--- src/rtl/pico_dma_master.sv ---
// ---------------------------------------------------------------------------
// pico_dma_master
//   Word-copy DMA engine acting as an initiator on the PicoRV32 native memory
//   interface. Each word is moved with one read request followed by one write
//   request; requests may be issued back-to-back.
//
// Parameters
//   LEN_W    width of len_words and words_done
//   TIMEOUT  max cycles a request may wait for mem_ready (timeout build only)
//
// Optional feature
//   PICO_DMA_TIMEOUT_EN  when defined, a stalled request is aborted after
//                        TIMEOUT cycles, error is raised and done still pulses.
//                        When undefined, error is tied low and waits are
//                        unbounded.
//
// Ports
//   clk, resetn         clock, synchronous active-low reset
//   start               one-cycle request, sampled only while idle
//   src_addr, dst_addr  byte addresses, low two bits forced to zero
//   len_words           words to copy (0 is legal)
//   busy, done, error   status (done is a one-cycle pulse, error is sticky)
//   words_done          words fully written in the current/last transfer
//   mem_*               PicoRV32 native memory bus, initiator side
// ---------------------------------------------------------------------------
module pico_dma_master #(
    parameter int unsigned LEN_W   = 8,
    parameter int unsigned TIMEOUT = 255
) (
    input  logic             clk,
    input  logic             resetn,
    input  logic             start,
    input  logic [31:0]      src_addr,
    input  logic [31:0]      dst_addr,
    input  logic [LEN_W-1:0] len_words,
    output logic             busy,
    output logic             done,
    output logic             error,
    output logic [LEN_W-1:0] words_done,
    output logic             mem_valid,
    input  logic             mem_ready,
    output logic [31:0]      mem_addr,
    output logic [31:0]      mem_wdata,
    output logic [3:0]       mem_wstrb,
    input  logic [31:0]      mem_rdata
);

    localparam logic [31:0] ADDR_MASK = 32'hFFFF_FFFC;
    localparam logic [31:0] WORD_STEP = 32'd4;

    // A zero timeout would abort every request before it could complete.
    if (TIMEOUT == 0) begin : g_bad_timeout
        $error("pico_dma_master: TIMEOUT must be at least 1");
    end

    typedef enum logic [1:0] {
        S_IDLE,
        S_RD,
        S_WR,
        S_FIN
    } state_t;

    state_t           state;
    logic [31:0]      src_ptr;
    logic [31:0]      dst_ptr;
    logic [LEN_W-1:0] remaining;
    logic [31:0]      src_next;
    logic             handshake;

    assign src_next  = src_ptr + WORD_STEP;
    assign handshake = mem_valid && mem_ready;

`ifdef PICO_DMA_TIMEOUT_EN
    localparam int unsigned TO_W = (TIMEOUT < 2) ? 1 : $clog2(TIMEOUT + 1);

    logic [TO_W-1:0] wait_cnt;
    logic            timeout_hit;

    // Last permitted waiting cycle: the request has then been valid TIMEOUT cycles.
    assign timeout_hit = mem_valid && !mem_ready && (wait_cnt == TO_W'(TIMEOUT - 1));
`else
    assign error = 1'b0;
`endif

    // Transfer FSM; the data register is mem_wdata itself.
    always_ff @(posedge clk) begin
        if (!resetn) begin
            state      <= S_IDLE;
            busy       <= 1'b0;
            done       <= 1'b0;
            words_done <= '0;
            mem_valid  <= 1'b0;
            mem_addr   <= '0;
            mem_wdata  <= '0;
            mem_wstrb  <= '0;
            src_ptr    <= '0;
            dst_ptr    <= '0;
            remaining  <= '0;
`ifdef PICO_DMA_TIMEOUT_EN
            error      <= 1'b0;
            wait_cnt   <= '0;
`endif
        end else begin
            done <= 1'b0;
`ifdef PICO_DMA_TIMEOUT_EN
            if (mem_valid && !mem_ready) begin
                wait_cnt <= wait_cnt + TO_W'(1);
            end
`endif
            case (state)
                S_IDLE: begin
                    if (start) begin
                        src_ptr    <= src_addr & ADDR_MASK;
                        dst_ptr    <= dst_addr & ADDR_MASK;
                        remaining  <= len_words;
                        words_done <= '0;
                        busy       <= 1'b1;
`ifdef PICO_DMA_TIMEOUT_EN
                        error      <= 1'b0;
                        wait_cnt   <= '0;
`endif
                        if (len_words != '0) begin
                            state     <= S_RD;
                            mem_valid <= 1'b1;
                            mem_addr  <= src_addr & ADDR_MASK;
                            mem_wstrb <= 4'b0000;
                        end else begin
                            state <= S_FIN;
                            done  <= 1'b1;
                        end
                    end
                end

                S_RD: begin
                    // Read completes: turn straight into the write request.
                    if (handshake) begin
                        state     <= S_WR;
                        mem_wdata <= mem_rdata;
                        mem_addr  <= dst_ptr;
                        mem_wstrb <= 4'b1111;
`ifdef PICO_DMA_TIMEOUT_EN
                        wait_cnt  <= '0;
`endif
                    end
                end

                S_WR: begin
                    if (handshake) begin
                        src_ptr    <= src_next;
                        dst_ptr    <= dst_ptr + WORD_STEP;
                        words_done <= words_done + LEN_W'(1);
                        remaining  <= remaining - LEN_W'(1);
                        if (remaining != LEN_W'(1)) begin
                            state     <= S_RD;
                            mem_addr  <= src_next;
                            mem_wstrb <= 4'b0000;
`ifdef PICO_DMA_TIMEOUT_EN
                            wait_cnt  <= '0;
`endif
                        end else begin
                            state     <= S_FIN;
                            mem_valid <= 1'b0;
                            mem_wstrb <= 4'b0000;
                            done      <= 1'b1;
                        end
                    end
                end

                S_FIN: begin
                    busy  <= 1'b0;
                    state <= S_IDLE;
                end

                default: begin
                    state     <= S_IDLE;
                    busy      <= 1'b0;
                    mem_valid <= 1'b0;
                end
            endcase

`ifdef PICO_DMA_TIMEOUT_EN
            // Abort a stalled request; overrides the waiting state above.
            if ((state == S_RD || state == S_WR) && timeout_hit) begin
                state     <= S_FIN;
                mem_valid <= 1'b0;
                mem_wstrb <= 4'b0000;
                error     <= 1'b1;
                done      <= 1'b1;
            end
`endif
        end
    end

endmodule

--- config.mk ---
export PLATFORM = sky130hd
export DESIGN_NAME = pico_dma_master
export DESIGN_NICKNAME = d
export VERILOG_FILES = /design/src/rtl/pico_dma_master.sv
export SDC_FILE = /design/constraint.sdc
export NUM_CORES = 1
export LEC_CHECK = 0
export BUFFER_PORTS_ARGS = -buffer_cell sky130_fd_sc_hd__buf_2
export CAP_MARGIN = 5
export CORE_ASPECT_RATIO = 2
export CORE_UTILIZATION = 59
export DETAILED_ROUTE_END_ITERATION = 10
export PLACE_DENSITY = 0.86
export REMOVE_ABC_BUFFERS = 1
export SYNTH_ARGS = -nofsm -noshare
export SYNTH_HDL_FRONTEND = slang
export SYNTH_SLANG_ARGS = --single-unit
--- constraint.sdc ---
create_clock -name clk -period 3.65 [get_ports clk]
set_clock_uncertainty 0.1 [all_clocks]
set_input_delay 0.5475 -clock clk [delete_from_list [all_inputs] [get_ports clk]]
set_output_delay 0.5475 -clock clk [all_outputs]
set_load 0.1 [all_outputs]
==> flow_metrics.env <==
export IMPL_drt_wl_total_um=26000
export IMPL_layout_area_overhead_pct=17.8
export IMPL_grtUsageTotal_pct=36.5
export IMPL_relSlewSlack_pct=28.1
export IMPL_die_y_um=168
export IMPL_route_vias_total=9016
export IMPL_tritoncts="done"
export IMPL_powerDensity_nw_per_um2=909
export IMPL_cts_htree_levels=4
export IMPL_hp_class="in -> reg"
export IMPL_drcViolationCount=0
export IMPL_origin_of_the_worst_min_delay_path="mem_rdata[16]"
export IMPL_startpoint="state[0]$_SDFFE_PN0P_"
export IMPL_cts_sink_count=145
export IMPL_grt_first_pass_wirelength_um=41400
export IMPL_final_layout_size_suffix_gt1_share_pct=21.9
export IMPL_cts_clk_slew_worst_paths_ps=60
export IMPL_setup_worst_path_end_class="register"
export IMPL_count_of_cell_types_in_the_netlist=76
export IMPL_drt_pass1_iter_count=5
export IMPL_fin_worst_hold_slack_ps=261
export IMPL_synth_top_family_by_area="simple AND/OR/NAND/NOR gates"
export IMPL_num_antenna_cells=0
export IMPL_wire_per_inst_um=19.1
export IMPL_whs_path_depth=3
export IMPL_die_ar_um2=14300
export IMPL_hpwlAfterDp_um=17500
export IMPL_detailedRoute_firstIterationViolations=883
export IMPL_timing_critical_path_fanout_max=29
export IMPL_clk_latency_ps=430
export IMPL_power_leakage_nw=3.71
export IMPL_clock_root_buffer_master="sky130_fd_sc_hd__clkbuf_16"
export IMPL_final_max_slew_violation_count=0
export IMPL_regToRegStartpoint="state[0]$_SDFFE_PN0P_"
export IMPL_synth_mux_area_fraction_pct=2.06
export IMPL_avgSynthCellArea_um2=7.59
export IMPL_fp_coreArea_um2=13400
export IMPL_power_internal_w=0.00423
export IMPL_multiInputGateArea_um2=4760
export IMPL_grt_pass1_vias=8487
export IMPL_worstMarginPinSlew_ps=1080
export IMPL_layout_common_cells="sky130_fd_sc_hd__buf_2 (182), sky130_fd_sc_hd__nand2_1 (172), sky130_fd_sc_hd__dfxtp_1 (145), sky130_fd_sc_hd__a21oi_1 (118), sky130_fd_sc_hd__nor2_1 (54)"
export IMPL_peak_supply_drop_mv=0.686
export IMPL_slowest_delay_ps=950
export IMPL_post_cts_resized=0
export IMPL_synth_cell_area_um2=8140
export IMPL_dieWidth_um=85.1
export IMPL_finalSetupViolations=0
export IMPL_critical_path_slowest_cell="sky130_fd_sc_hd__or4_1"
export IMPL_largest_net_degree_at_the_start_of_global_routing=73
export IMPL_grt_antenna_before_repair=0
export IMPL_ys_seq_area_share_pct=35.7
export IMPL_edff_count_synth=0
export IMPL_postSynthCellCount=1073
export IMPL_pwr_share_comb_pct=51.3
export IMPL_ys_warn_count=0
export IMPL_layout_commonest_cell="sky130_fd_sc_hd__buf_2"
export IMPL_status="finished clean"
export IMPL_drv_cap=0
export IMPL_worstSetupStartpointType="register"
export IMPL_power_switching_w=0.00449
export IMPL_fmaxAchievable_mhz=317
export IMPL_grt_remaining_overflow=0
export IMPL_cts_hold_fix_buffers=0
export IMPL_start_util_pct=60.6
export IMPL_hold_viol=0
export IMPL_layout_filler_cells=1114
export IMPL_cp_buffers_inverters=1
export IMPL_adder_and_majority_gate_portion_of_the_synthesized_area_pct=1.54
export IMPL_seqCellArea_um2=2900
export IMPL_post_cts_buffers=0
export IMPL_avgViaCountPerCell=6.63
export IMPL_path_delay_family="simple AND/OR/NAND/NOR gates"
export IMPL_timing_final_crit_share_pct=86.5
export IMPL_post_synthesis_share_of_cell_area_spent_on_and_or_nand_and_nor_gates_pct=27.0
export IMPL_timing_critical_path_depth=6
export IMPL_max_clock_path_buffers=2
export IMPL_asyncSetResetFlopFracSynth_pct=0
export IMPL_final_net_count=1312
export IMPL_fp_row_count=60
export IMPL_post_route_min_period_ps=3160
export IMPL_yosys_area_share_xor_xnor_pct=2.58
export IMPL_share_of_the_synthesized_area_in_compound_gates_ao_oa_aoi_oai_pct=25.1
export IMPL_numCtsBuffers=17
export IMPL_synth_ff_latch_count=145
export IMPL_crit_required_ps=3840
export IMPL_kind_of_critical_path="reg -> reg"
export IMPL_place_congestion=0.952
export IMPL_setup_repair_after_global_routing_missed_its_margin="false"
export IMPL_ff2ff_path_depth=6
export IMPL_power_share_clock_pct=20.4
export IMPL_ys_flop_type="sky130_fd_sc_hd__dfxtp_1"
export IMPL_sequentialPowerShare_pct=28.3
export IMPL_arrival_ps=3340
export IMPL_io_pins=188
export IMPL_switching_share_pct=51.5
export IMPL_io_buffer_count=182
export IMPL_drtAntennaViolNets=0
export IMPL_critical_path_cell_by_cell="inv_1, ha_2, and3_1, or4_1, a211oi_1, nor4_1"
export IMPL_fin_setup_tns_ps=0
-- tightest hold or removal path: stages --
cell and delay [ps]:
sky130_fd_sc_hd__buf_2 90, sky130_fd_sc_hd__nand2_1 40, sky130_fd_sc_hd__a21oi_1 50
-- cells by family after synthesis --
logic type	count (synthesis)
simple gates	441
compound gates	319
flops	145
buf+inv	117
xor+xnor	24
mux	16
fa+ha+maj	10
other cells	1
-- state kept, by name, indices dropped and copies added, names as in the netlist --
register / flops
src_ptr: 30
remaining: 8
mem_wdata: 32
words_done: 8
mem_addr: 31
done: 1
mem_valid: 1
mem_wstrb: 1
state: 2
dst_ptr: 30
busy: 1
-- path summary, 6_finish.rpt --
kind,slack (ps),to
setup / recovery,490,mem_addr[16]$_SDFFE_PN0P_
hold / removal,260,mem_wdata[16]$_SDFFE_PN0P_
setup reg to reg,490,mem_addr[16]$_SDFFE_PN0P_
hold reg to reg,350,mem_wdata[24]$_SDFFE_PN0P_
-- cell type report --
type | count | share of cell area (%)
inverter | 15 | 0.587
clock buffer | 20 | 4.76
sequential | 145 | 30.3
multi-input combinational | 811 | 49.6
timing repair buffer | 204 | 11.3
tap | 155 | 2.02
clock inverter | 10 | 1.42
-- metrics by stage --
step	util (%)	power (W)	std cells	worst slack [ps]	instance area [um^2]
2_1_floorplan	-	0.00569	971	-1390	7700
3_3_place_gp	67.0	0.00677	1330	639	9000
3_5_place_dp	67.0	0.00685	1330	589	9000
4_1_cts	71.4	0.00863	1360	611	9590
5_1_grt	71.4	0.00910	1360	354	9590
6_report	71.4	0.00872	1360	494	9590
-- cells in the mapped netlist (5+ instances only) --
master / n / area [um^2]
sky130_fd_sc_hd__a311oi_1: 7 / 61.3
sky130_fd_sc_hd__a31oi_1: 16 / 100
sky130_fd_sc_hd__a221oi_1: 15 / 131
sky130_fd_sc_hd__a211oi_1: 12 / 90.1
sky130_fd_sc_hd__mux2_2: 6 / 67.6
sky130_fd_sc_hd__nor4_1: 15 / 93.8
sky130_fd_sc_hd__or4_1: 9 / 67.6
sky130_fd_sc_hd__nand2b_1: 11 / 68.8
sky130_fd_sc_hd__xnor2_1: 18 / 158
sky130_fd_sc_hd__nor3_1: 31 / 155
sky130_fd_sc_hd__buf_1: 11 / 41.3
sky130_fd_sc_hd__and2_1: 8 / 50.1
sky130_fd_sc_hd__a21oi_1: 119 / 596
sky130_fd_sc_hd__nand2_1: 172 / 646
sky130_fd_sc_hd__a21o_1: 8 / 60.1
sky130_fd_sc_hd__mux2i_1: 10 / 100
sky130_fd_sc_hd__ha_1: 10 / 125
sky130_fd_sc_hd__or3_1: 8 / 50.1
sky130_fd_sc_hd__o21a_1: 5 / 37.5
sky130_fd_sc_hd__buf_4: 8 / 60.1
sky130_fd_sc_hd__and4_1: 9 / 78.8
sky130_fd_sc_hd__o211ai_1: 21 / 158
sky130_fd_sc_hd__dfxtp_1: 145 / 2900
sky130_fd_sc_hd__o22ai_1: 7 / 43.8
sky130_fd_sc_hd__buf_2: 14 / 70.1
sky130_fd_sc_hd__nand4_1: 29 / 181
sky130_fd_sc_hd__o21ai_0: 53 / 265
sky130_fd_sc_hd__nand3_1: 45 / 225
sky130_fd_sc_hd__inv_1: 13 / 48.8
sky130_fd_sc_hd__xor2_1: 6 / 52.6
sky130_fd_sc_hd__a22oi_1: 7 / 52.6
sky130_fd_sc_hd__and3_1: 26 / 163
sky130_fd_sc_hd__clkbuf_1: 67 / 251
sky130_fd_sc_hd__nor2_1: 55 / 206
-- power groups by stage --
stage	clock, W	combinational [W]	sequential, W
global placement	0	0.00431	0.00246
floorplan	0	0.00186	0.00383
detailed placement	0	0.00438	0.00247
CTS	0.00178	0.00441	0.00244
finish	0.00178	0.00448	0.00246
global route	0.00185	0.00473	0.00252
-- layer usage --
layer  vias to the layer above  global-route usage (%)  wire (um)
met5                         -                       0          0
met3                       124                    7.60       2300
met2                       557                    63.6      13200
met4                         0                    26.0       1560
li1                       4175                       -          -
met1                      4160                    38.3       8970
Note: power is estimated with default switching activity, not from simulation.
